## src/rtl/div_unit_pkg.sv

```systemverilog
// Shared RV32IM divide definitions: DivSel encodings, iteration count and
// small helpers used by the divider and the ALU decode.
package div_unit_pkg;

  typedef enum logic [1:0] {
    DIVSEL_DIV  = 2'd0,
    DIVSEL_DIVU = 2'd1,
    DIVSEL_REM  = 2'd2,
    DIVSEL_REMU = 2'd3
  } div_sel_e;

  typedef enum logic [1:0] {
    ST_IDLE = 2'd0,
    ST_CALC = 2'd1,
    ST_DONE = 2'd2
  } div_state_e;

  localparam int unsigned DIV_ITERS = 32;
  localparam int unsigned CNT_W     = 5;

  function automatic logic is_signed_op(input div_sel_e sel);
    return (sel == DIVSEL_DIV) || (sel == DIVSEL_REM);
  endfunction

  function automatic logic is_rem_op(input div_sel_e sel);
    return (sel == DIVSEL_REM) || (sel == DIVSEL_REMU);
  endfunction

  function automatic logic [31:0] abs32(input logic [31:0] v);
    return v[31] ? (~v + 32'd1) : v;
  endfunction

endpackage

```

## src/rtl/div_unit.sv

```systemverilog
// 32-bit iterative divider: restoring division on magnitudes, one quotient
// bit per cycle, with combinational sign fix-up and divide-by-zero/overflow.
module div_unit
  import div_unit_pkg::*;
(
  input  logic        clk,
  input  logic        rst_n,
  input  logic        start,
  input  logic [31:0] A,
  input  logic [31:0] B,
  input  logic [1:0]  DivSel,
  output logic [31:0] Result,
  output logic        busy,
  output logic        done
);

  div_state_e       state_q, state_d;
  logic [CNT_W-1:0] cnt_q, cnt_d;
  logic [31:0]      rem_q, rem_d;
  logic [31:0]      quo_q, quo_d;
  logic [31:0]      dvs_q, dvs_d;
  div_sel_e         op_q, op_d;
  logic             quo_neg_q, quo_neg_d;
  logic             rem_neg_q, rem_neg_d;
  logic [31:0]      result_q, result_d;

  div_sel_e    op_in;
  logic        sgn_in;
  logic        accept;
  logic        div_zero;
  logic        overflow;
  logic        special;
  logic [31:0] special_res;
  logic        last_iter;

  logic [32:0] shifted;
  logic [33:0] diff;
  logic        qbit;
  logic [32:0] rem_step;
  logic [31:0] quo_step;
  logic [31:0] quo_fix;
  logic [31:0] rem_fix;
  logic [31:0] fin_res;
  logic        unused_rem_msb;

  // Capture-time decode: special cases complete in one cycle without iterating.
  always_comb begin
    op_in    = div_sel_e'(DivSel);
    sgn_in   = is_signed_op(op_in);
    accept   = start && (state_q != ST_CALC);
    div_zero = (B == 32'd0);
    overflow = sgn_in && (A == 32'h8000_0000) && (B == 32'hFFFF_FFFF);
    special  = div_zero || overflow;
    if (div_zero) begin
      special_res = is_rem_op(op_in) ? A : 32'hFFFF_FFFF;
    end else begin
      special_res = is_rem_op(op_in) ? 32'd0 : 32'h8000_0000;
    end
  end

  // One restoring step on the 33-bit shifted partial remainder.
  always_comb begin
    shifted   = {rem_q, quo_q[31]};
    diff      = {1'b0, shifted} - {2'b00, dvs_q};
    qbit      = ~diff[33];
    rem_step  = qbit ? diff[32:0] : shifted;
    quo_step  = {quo_q[30:0], qbit};
    last_iter = (cnt_q == CNT_W'(DIV_ITERS - 1));
    quo_fix   = quo_neg_q ? (~quo_step + 32'd1) : quo_step;
    rem_fix   = rem_neg_q ? (~rem_step[31:0] + 32'd1) : rem_step[31:0];
    fin_res   = is_rem_op(op_q) ? rem_fix : quo_fix;
  end

  // The step result is always below the divisor, so its top bit is zero.
  assign unused_rem_msb = rem_step[32];

  always_comb begin
    cnt_d     = cnt_q;
    rem_d     = rem_q;
    quo_d     = quo_q;
    dvs_d     = dvs_q;
    op_d      = op_q;
    quo_neg_d = quo_neg_q;
    rem_neg_d = rem_neg_q;
    result_d  = result_q;
    if (accept) begin
      cnt_d     = '0;
      rem_d     = '0;
      quo_d     = sgn_in ? abs32(A) : A;
      dvs_d     = sgn_in ? abs32(B) : B;
      op_d      = op_in;
      quo_neg_d = sgn_in && (A[31] ^ B[31]);
      rem_neg_d = sgn_in && A[31];
      if (special) begin
        result_d = special_res;
      end
    end else if (state_q == ST_CALC) begin
      cnt_d = cnt_q + CNT_W'(1);
      rem_d = rem_step[31:0];
      quo_d = quo_step;
      if (last_iter) begin
        result_d = fin_res;
      end
    end
  end

  always_ff @(posedge clk or negedge rst_n) begin
    if (!rst_n) begin
      state_q   <= ST_IDLE;
      cnt_q     <= '0;
      rem_q     <= '0;
      quo_q     <= '0;
      dvs_q     <= '0;
      op_q      <= DIVSEL_DIV;
      quo_neg_q <= 1'b0;
      rem_neg_q <= 1'b0;
      result_q  <= '0;
    end else begin
      state_q   <= state_d;
      cnt_q     <= cnt_d;
      rem_q     <= rem_d;
      quo_q     <= quo_d;
      dvs_q     <= dvs_d;
      op_q      <= op_d;
      quo_neg_q <= quo_neg_d;
      rem_neg_q <= rem_neg_d;
      result_q  <= result_d;
    end
  end

  always_comb begin
    state_d = state_q;
    case (state_q)
      ST_IDLE, ST_DONE: begin
        if (accept) begin
          state_d = special ? ST_DONE : ST_CALC;
        end else begin
          state_d = ST_IDLE;
        end
      end
      ST_CALC: begin
        if (last_iter) begin
          state_d = ST_DONE;
        end
      end
      default: state_d = ST_IDLE;
    endcase
  end

  always_comb begin
    busy = (state_q == ST_CALC);
    done = (state_q == ST_DONE);
  end

  assign Result = result_q;

endmodule

```

## config.mk

```make
export PLATFORM = sky130hd
export DESIGN_NAME = div_unit
export DESIGN_NICKNAME = d
export VERILOG_FILES = /design/src/rtl/div_unit_pkg.sv /design/src/rtl/div_unit.sv
export SDC_FILE = /design/constraint.sdc
export NUM_CORES = 1
export LEC_CHECK = 0
export BUFFER_PORTS_ARGS = -buffer_cell sky130_fd_sc_hd__buf_2
export CORE_MARGIN = 8
export CORE_UTILIZATION = 30
export DETAILED_ROUTE_END_ITERATION = 8
export GPL_TIMING_DRIVEN = 0
export PLACE_DENSITY = 0.57
export SETUP_SLACK_MARGIN = 0.5
export SLEW_MARGIN = 10
export SYNTH_ARGS = -nofsm -noshare
export SYNTH_HDL_FRONTEND = slang
export SYNTH_SLANG_ARGS = --single-unit
export TNS_END_PERCENT = 10
```

## constraint.sdc

```tcl
create_clock -name clk -period 14.55 [get_ports clk]
set_clock_uncertainty 0.1 [all_clocks]
set_input_delay 1.455 -clock clk [delete_from_list [all_inputs] [get_ports clk]]
set_output_delay 1.455 -clock clk [all_outputs]
set_load 0.05 [all_outputs]
```

== Word-level counts from Yosys, hierarchy flattened ==
Cells that the tools add are included.
Operators by class
  bitwise gates (word level): 6
  multiplexer cells: 25
  equal/unequal tests: 12
  reductions and logical operators: 16
  add/subtract/negate cells: 6
Operator list (number)
  $mux W32: 19
  $add A32 B1 Y32 const B: 4
  $not A32 Y32: 4
  $eq A32 B32 Y1 const B: 2
  $sub A33 B32 Y34: 1
  $logic_not A32 Y1: 1
  $eq A2 B2 Y1 const B: 5
  $mux W5: 2
  $mux W2: 3
  $ne A2 B1 Y1 const B: 3
  $add A5 B1 Y5 const B: 1
  $eq A5 B5 Y1 const B: 1
  $logic_and A1 B1 Y1: 5
  $logic_not A2 Y1: 2
  $logic_or A1 B1 Y1: 4
  $pmux W2 S2: 1
  $reduce_bool A2 Y1: 2
  $reduce_and A3 Y1: 1
  $eq A2 B1 Y1 const B: 1
  $reduce_or A2 Y1: 1
  $not A1 Y1: 1
  $xor A1 B1 Y1: 1
Word-level totals
  register bits: 139
  output and inout port bits: 34
  input bits: 69

== Longest topological paths before layout ==
Gate-level depths: netlist (run 1).
  depth after elaboration: 9
  gate-level depth with buffers: 23
  gate-level depth less buffers: 19

== Worst setup path after synthesis (run 1) ==
OpenSTA, ideal clock, no wires.
  path type: register to register
  start point: register rem_q[29]
  end point: register result_q[30] (netlist: Result[30])
  cell stages (with the launch flop): 21
  slack: 9.879 ns
  path buffers: 3
  setup time: 0.120 ns
  data required time: 14.330 ns
  arrival time: 4.451 ns
  cell sequence: dfrtp_1 > ha_1 > a21o_1 > a211o_1 > nor3_2 > o2bb2ai_2 > nand2_4 > inv_2 > buf_2 > clkbuf_1 > clkbuf_1 > ha_1 > nand2b_1 > nand2b_1 > or2_1 > or2_2 > o21ai_1 > xor2_1 > o21ai_0 > or2_1 > o211a_1
Between the ends
  word-level cells in the longest chain between the ends: 9
  elaborated cells between the ends (all ways): 13
  classes of those cells: add/sub (3); mux (7); bitwise (3)
Ends and longest elaborated chain
  start: declaration: line div_unit.sv:19  | logic [31:0] rem_q, rem_d;
  start signal: assignment: line div_unit.sv:121  | rem_q <= rem_d;
  $sub A33 B32 Y34: line div_unit.sv:64  | diff = {1'b0, shifted} - {2'b00, dvs_q};
  $mux W32 / $not A1 Y1 (equally long branches): line div_unit.sv:66, div_unit.sv:65
  $not A32 Y32 (on tied branches): line div_unit.sv:70, div_unit.sv:69
  $add A32 B1 Y32 (on tied branches): line div_unit.sv:70, div_unit.sv:69
  $mux W32 (on tied branches): line div_unit.sv:70, div_unit.sv:69
  $mux W32 *: line div_unit.sv:71  | fin_res = is_rem_op(op_q) ? rem_fix : quo_fix;
  $mux W32 *: line div_unit.sv:101  | if (last_iter) begin
  $mux W32 *: line div_unit.sv:97  | end else if (state_q == ST_CALC) begin
  $mux W32 *: line div_unit.sv:86  | if (accept) begin
  end signal: assignment: line div_unit.sv:127  | result_q <= result_d;
  end: declaration: line div_unit.sv:25  | logic [31:0] result_q, result_d;
Every way passes the cells marked *; elsewhere a longest branch is shown, timed or not. The select of a mux whose other input is x is not followed.
A chain may end at the register's enable or synchronous reset.

== Worst setup path in the final report (run 1) ==
  start point: register rem_q[11]
  end point: register result_q[30] (netlist: Result[30])
Same word-level chain as after synthesis.

==> results of run 1 <==
==> cell type report <==
type                            count  area, µm²
Fill cell                        4099      25090
Clock buffer                       17      425.4
Multi-Input combinational cell   1226       7739
Inverter                           59      221.5
Timing Repair Buffer              103      548.0
Sequential cell                   138       3453
Buffer                             84      344.1
Tap cell                          518      648.1
Clock inverter                     15      173.9
Antenna cell                        1      2.502
==> worst max-delay path, stage by stage (launching register included) <==
cell	delay [ns]
dfrtp_1	0.47
ha_1	0.43
a21oi_1	0.25
o21ai_1	0.15
a22oi_1	0.48
a21o_1	0.32
nand2_4	0.14
inv_2	0.13
buf_2	0.30
clkbuf_1	0.50
clkbuf_1	0.54
ha_1	0.29
nand2b_1	0.11
nand2b_1	0.23
or2_1	0.38
or2_2	0.37
o21ai_1	0.15
xor2_1	0.18
o21ai_0	0.14
or2_1	0.26
o211a_1	0.21
==> cells by family (layout without fill, tap and decap cells) <==
kind of cell	after synthesis	in the layout	synth area share [%]
other	0	1	0
buffers and inverters	143	278	4.810
AOI/OAI and AO/OA	506	506	26.99
and+or+nand+nor	528	528	22.88
DFF	138	138	29.37
muxes	24	24	2.096
xor gates and xnor gates	128	128	9.535
adders and majority gates	40	40	4.321
==> layout by cell type (no fill, tap or decap), types with 17 or more instances in the layout <==
master     synthesis  layout
nand3b_1          36      36
nor3_1            25      25
xor2_1            69      69
nand4_1           21      21
xnor2_1           59      59
a211oi_1          18      18
clkbuf_1          61      61
dfrtp_1          138     138
o31ai_1           27      27
or3_1             26      26
clkbuf_16          0      17
nor2_1            98      98
mux2i_1           19      19
nand2_1          199     199
ha_1              39      39
buf_2             12     113
o21ai_0          223     223
a21oi_1           80      80
inv_1             57      57
nand3_1           23      23
==> sequential cells by signal, indices dropped and copies added (netlist names) <==
register and count:
Result 32, cnt_q 5, dvs_q 32, op_q 1, quo_neg_q 1, quo_q 32
rem_neg_q 1, rem_q 32, state_q 2
==> worst paths after layout <==
kind / from / end / depth (start not counted)
worst max-delay path: rem_q[11] / Result[30] / 20
worst min-delay path: Result[13] / Result[13] / 2
worst max register to register: rem_q[11] / Result[30] / 20
worst min register to register: Result[13] / Result[13] / 2
max in group asynchronous: rst_n / Result[8] / 2
min in group asynchronous: rst_n / dvs_q[7] / 1
==> per-layer routing <==
layer,part of all wire (%),vias to the layer above
li1,-,5733
met1,46,6104
met2,46,510
met3,6.3,67
met4,2.6,0
met5,0,-
==> through the flow <==
stage	worst slack (ns)	area (µm²)	utilization (%)
finish	8.277	13560	35.08
global route	7.853	13560	35.08
CTS	8.432	13550	35.07
detailed placement	8.484	12950	33.52
global placement	8.490	12920	33.42
floorplan	9.879	11760	-
==> run metrics, run 1 <==
Crit Path Max Fanout 10; clock latency on the worst-skew pair 0.46 ns; final hold violations 0; Synth Warn # 0; most common cell in the synthesized netlist o21ai_0; met1 Use GR 27.19%; GR Layer Usage met2 31.37%; CTS clock-pin slew for the worst setup and hold paths 0.07 ns; Detailed Route Iter0 Violations 1320; Die X 214.0 µm; global-route wire length before repair 72550 µm; Slew Viols, Final 0; Setup Total Neg Slack 0 ns; grt total ovfl 0; share of the synthesized area in the top cell type 29.37%; Post-Syn Nets 1616; Hold Crit Class reg -> reg; DRT Wirelength 46810 µm; post-synthesis sequential area ratio 29.37%; Syn Area/Cell 7.802 µm²; Least-Margin Pin Slew 1.082 ns; Non-Filler Instances 2161; die height 214.0 µm; CP required 14.78 ns; # clock sinks 138; startpoint types flip-flop; H-tree levels 4; EDFF count, synth 0; GRT Total Usage 19.80%; Core Box Area 38650 µm²; DR WL/cell 21.66 µm; area grow syn2layout 15.29%; Unique masters post-synth 88; Vias/cell 5.745; setup slack, reg-to-reg 8.28 ns; via count of the first global-routing pass 11980; max_slew headroom 27.65%; hold_buf cts 0; # rows 72; Final GP Congestion 0.9326; MaxCap Viol Count 0; Layout Nets 1738; Final Critical Period 6.273 ns; unrepaired setup endpoints after global routing false; area leader, netlist dfrtp_1; CP Class reg -> reg; DP HPWL 36630 µm; post-CTS sizing 0; Initial Utilization 30.42%; CTS tree done; routing usage on met3 3.047%; Yosys reg bits 138; Post-route DRC 0; largest net degree at the start of global routing 103; outcome finished, final reports clean; Antenna Nets Post-Route 0; antenna violations before repair 1; Synth area leaders dfrtp_1, o21ai_0, nand2_1; I/O Buffers 102; share of cells above drive strength 1 11.57%; Ports 103; synthesized area 11760 µm²; Post-Syn Instances 1507; leading post-synthesis cells by instance count o21ai_0, nand2_1, dfrtp_1; Final period util 43.12%; DRT Pass-1 Iters 6; vias 12410; Num CTS Buffers 17; grt peak-use layer met2; CTS Root Cell clkbuf_16; Bufs on Longest Clock Path 2; Setup crit end kind flip-flop; Die Footprint 45780 µm²; final setup fails 0; final hold slack 0.3751 ns; fmax 0.1594 GHz; CP arrival 6.50 ns; Synth Flop Type dfrtp_1; post-CTS setup buffers 0; ys async rst share 100.0%; cell count after placement 2128
Power of run 1 is not shown: default switching activity piles up to over one toggle a cycle in this logic, so the estimate is an artifact.
==> run 2: changes to the inputs <==
==> constraint.sdc (replaced) <==
create_clock -name clk -period 6.45 [get_ports clk]
set_clock_uncertainty 0.1 [all_clocks]
set_input_delay 0.645 -clock clk [delete_from_list [all_inputs] [get_ports clk]]
set_output_delay 0.645 -clock clk [all_outputs]
set_load 0.05 [all_outputs]
==> run metrics, run 2 (same netlist as run 1, synthesis figures left out) <==
grt total ovfl 0; vias 12410; die height 214.0 µm; CP arrival 5.83 ns; DRT Wirelength 46760 µm; MaxCap Viol Count 0; Crit Path Max Fanout 10; Die X 214.0 µm; Slew Viols, Final 0; Layout Nets 1741; H-tree levels 4; CP required 6.69 ns; Core Box Area 38650 µm²; Antenna Nets Post-Route 0; Final Critical Period 5.595 ns; crit-path max cell delay 0.49 ns; CTS tree done; Die Footprint 45780 µm²; Hold Crit Class reg -> reg; most frequent cells in the layout o21ai_0, nand2_1, dfrtp_1; antenna violations before repair 1; Initial Utilization 30.42%; CP max stage cell dfrtp_1; outcome finished, final reports clean; I/O Buffers 102; final hold violations 0; final setup fails 0; Ports 103; DRT Pass-1 Iters 5; Vias/cell 5.732; setup slack, reg-to-reg 0.86 ns; Bufs on Longest Clock Path 2; GRT Total Usage 19.79%; Setup crit end kind flip-flop; global-route wire length before repair 72570 µm; critical path, cell by cell ha_1 > buf_2 > nand2_1 > nor2_1 > o211ai_2 > a21o_1 > nand2_4 > clkbuf_2 > buf_2 > nand2_1 > o21ai_0 > ha_1 > nand4_1 > nor4_2 > a31o_2 > o2111ai_1 > o31ai_1 > xor2_1 > nor2_1 > o21ai_1; via count of the first global-routing pass 11990; Final GP Congestion 0.9326; unrepaired setup endpoints after global routing false; commonest non-fill, non-tap cell in the layout o21ai_0; final hold slack 0.3755 ns; max_slew headroom 29.28%; Final period util 86.74%; Post-route DRC 0; Num CTS Buffers 17; startpoint types flip-flop; CTS clock-pin slew for the worst setup and hold paths 0.08 ns; cell family contributing the most delay on the critical path compound AO/OA/AOI/OAI gates; area grow syn2layout 15.79%; fmax 0.1787 GHz; clock latency on the worst-skew pair 0.45 ns; # rows 72; share of cells above drive strength 1 12.16%; DR WL/cell 21.61 µm; CTS Root Cell clkbuf_16; Detailed Route Iter0 Violations 1284; DP HPWL 36630 µm; # clock sinks 138; CP Class reg -> reg; Least-Margin Pin Slew 1.057 ns; Setup Total Neg Slack 0 ns; largest net degree at the start of global routing 103; WP buf/inv 3
run 2: cell count changes in the layout (fill, tap and decap cells not counted), sizes merged:
cell / delta
dlygate4sd3: +1
buf: +2
run 2: through the flow:
| step | util [%] | worst slack, ns | instance area, µm² | cells |
|---|---|---|---|---|
| 2_1_floorplan | - | 1.779 | 11760 | 1507 |
| 3_3_place_gp | 33.42 | 0.3899 | 12920 | 2127 |
| 3_5_place_dp | 33.52 | 0.3843 | 12950 | 2128 |
| 4_1_cts | 35.10 | 0.5144 | 13570 | 2161 |
| 5_1_grt | 35.23 | 0.5443 | 13610 | 2164 |
| 6_report | 35.23 | 0.8551 | 13610 | 2164 |
run 2: repair_timing:
action | in CTS | in global routing
setup endpoints to repair | 4 | 8
pin swaps | 0 | 1
hold buffers | 1 | 0
gates resized for setup | 2 | 12
endpoints found under the hold margin | 36 | 0
buffers inserted | 0 | 2
run 2: tightest hold or removal path: stages (launching register included):
cell and delay [ns]:
dfrtp_1 0.35, nand2_1 0.05, nand2_1 0.05
run 2: layout make-up:
| cell class | count | area (µm²) |
|---|---|---|
| fill | 4098 | 25030 |
| antenna | 1 | 2.502 |
| sequential | 138 | 3453 |
| multi-input combinational | 1226 | 7762 |
| timing repair buffer | 106 | 573.1 |
| tap | 518 | 648.1 |
| buffer | 84 | 354.1 |
| clock inverter | 15 | 173.9 |
| inverter | 59 | 221.5 |
| clock buffer | 17 | 425.4 |
run 2: path summary, 6_finish.rpt:
path / start / endpoint / cells after the start
max in group asynchronous: rst_n / Result[8] / 3
setup reg to reg: rem_q[13] / Result[22] / 20
setup / recovery: rem_q[13] / Result[22] / 20
hold / removal: Result[13] / Result[13] / 2
min in group asynchronous: rst_n / dvs_q[17] / 2
hold reg to reg: Result[13] / Result[13] / 2
run 2: per-layer routing:
metal / up-vias / track usage (%) / wire length [µm]
li1: 5727 / - / -
met1: 6095 / 27.16 / 21080
met2: 521 / 31.40 / 21300
met3: 62 / 3.047 / 3151
met4: 0 / 6.512 / 1234
met5: - / 0 / 0
Power of run 2 is left out for the same reason.
==> run 3: changes to the inputs <==
--- a/config.mk
+++ b/config.mk
@@ -6,8 +6,10 @@
 export NUM_CORES = 1
 export LEC_CHECK = 0
 export BUFFER_PORTS_ARGS = -buffer_cell sky130_fd_sc_hd__buf_2
+export CORE_ASPECT_RATIO = 1.1
 export CORE_MARGIN = 8
 export CORE_UTILIZATION = 30
+export CTS_BUF_LIST = sky130_fd_sc_hd__clkbuf_8 sky130_fd_sc_hd__clkbuf_16
 export DETAILED_ROUTE_END_ITERATION = 8
 export GPL_TIMING_DRIVEN = 0
 export PLACE_DENSITY = 0.57
==> run metrics, run 3 (same netlist as run 1, synthesis figures left out) <==
outcome finished, final reports clean; Hold Crit Class reg -> reg; Slew Viols, Final 0; DRT Pass-1 Iters 5; # clock sinks 138; die height 223.6 µm; CP max stage cell dfrtp_1; Antenna Nets Post-Route 0; I/O Buffers 102; Place WS 0.2375 ns; Final period util 87.55%; CP Class reg -> reg; share of cells above drive strength 1 11.88%; antenna violations before repair 0; DR WL/cell 20.67 µm; fill count 4186; Vias/cell 5.605; Setup crit end kind flip-flop; Core Box Area 38890 µm²; cell repeated most along the worst path buf_2; Initial Utilization 30.23%; CTS clock-pin slew for the worst setup and hold paths 0.07 ns; Crit Path Max Fanout 10; Bufs on Longest Clock Path 2; most frequent cells in the layout o21ai_0, nand2_1, dfrtp_1; largest net degree at the start of global routing 103; CTS Root Cell clkbuf_16; final setup fails 0; cell family contributing the most delay on the critical path compound AO/OA/AOI/OAI gates; Die Footprint 45790 µm²; CTS tree done; Setup Total Neg Slack 0 ns; post-CTS setup buffers 0; # rows 76; GRT Total Usage 19.05%; CP required 6.67 ns; Die X 204.8 µm; CP arrival 5.87 ns; MaxCap Viol Count 0; global-route wire length before repair 68720 µm; commonest non-fill, non-tap cell in the layout o21ai_0; fmax 0.1771 GHz; final hold violations 0; startpoint types flip-flop; vias 12050; Least-Margin Pin Slew 1.012 ns; DRT Wirelength 44440 µm; clock latency on the worst-skew pair 0.43 ns; Ports 103; Num CTS Buffers 17; Layout Nets 1739; Final GP Congestion 0.9354; H-tree levels 4; DP HPWL 35150 µm; grt total ovfl 0; Post-route DRC 0; unrepaired setup endpoints after global routing false; via count of the first global-routing pass 11970; WP buf/inv 5; crit-path max cell delay 0.46 ns; area grow syn2layout 15.92%; critical path, cell by cell ha_1 > buf_2 > a21oi_1 > o21ai_1 > a22oi_2 > o2bb2ai_2 > nand2_4 > inv_2 > buf_2 > buf_2 > buf_2 > ha_1 > nand2b_1 > nand2b_1 > or2_1 > or2_2 > o21ai_1 > xor2_1 > o21ai_0 > or2_1 > o211a_1; Final Critical Period 5.647 ns; post-route setup slack 0.8029 ns; Detailed Route Iter0 Violations 1161; max_slew headroom 32.30%
[run 3: metal layers]
metal / global-route usage (%) / up-vias / part of all wire, %
met3: 3.410 / 70 / 7.6
met1: 25.62 / 5775 / 45
met4: 5.880 / 0 / 2.6
met2: 30.62 / 507 / 45
li1: - / 5699 / -
met5: 0 / - / 0
[run 3: through the flow]
| step | util, % | instances | hold WS [ns] | cell area, µm² |
|---|---|---|---|---|
| 2_1_floorplan | - | 1507 | 0.2494 | 11760 |
| 3_3_place_gp | 33.17 | 2116 | 0.3501 | 12900 |
| 3_5_place_dp | 33.27 | 2117 | 0.3521 | 12940 |
| 4_1_cts | 34.99 | 2149 | 0.3664 | 13610 |
| 5_1_grt | 35.04 | 2149 | 0.3986 | 13630 |
| 6_report | 35.04 | 2150 | 0.3666 | 13630 |
[run 3: worst min-delay path: cells and delay by family, from the launching register on]
kind             cells  cell delay [ns]
DFF                  1             0.34
and+or+nand+nor      2             0.10
[run 3: area by class of cell]
class | count | area [µm²] | area share, %
repair buffers | 104 | 558.0 | 4.094
flip-flops and latches | 138 | 3453 | 25.34
inverters | 59 | 221.5 | 1.625
plain buffers | 84 | 349.1 | 2.561
clock inverters | 13 | 216.5 | 1.588
multi-input cells | 1226 | 7755 | 56.90
clock buffers | 18 | 439.2 | 3.222
well taps | 507 | 634.4 | 4.654
diodes | 1 | 2.502 | 0.01836
[run 3: worst paths after layout]
| check | startpoint | end | slack (ns) | cells past startpoint |
|---|---|---|---|---|
| max | rem_q[19] | Result[30] | 0.80 | 21 |
| min | Result[13] | Result[13] | 0.37 | 2 |
| max reg2reg | rem_q[19] | Result[30] | 0.80 | 21 |
| min reg2reg | Result[13] | Result[13] | 0.37 | 2 |
| max in group asynchronous | rst_n | dvs_q[28] | 4.86 | 3 |
| min in group asynchronous | rst_n | Result[7] | 0.57 | 2 |
[run 3: what timing repair did]
item / CTS / global route
hold buffers: 1 / 0
pin swaps: 0 / 0
resized for setup: 2 / 10
endpoints found under the setup margin: 5 / 11
hold endpoints to repair: 27 / 0
Power of run 3 is left out for the same reason.
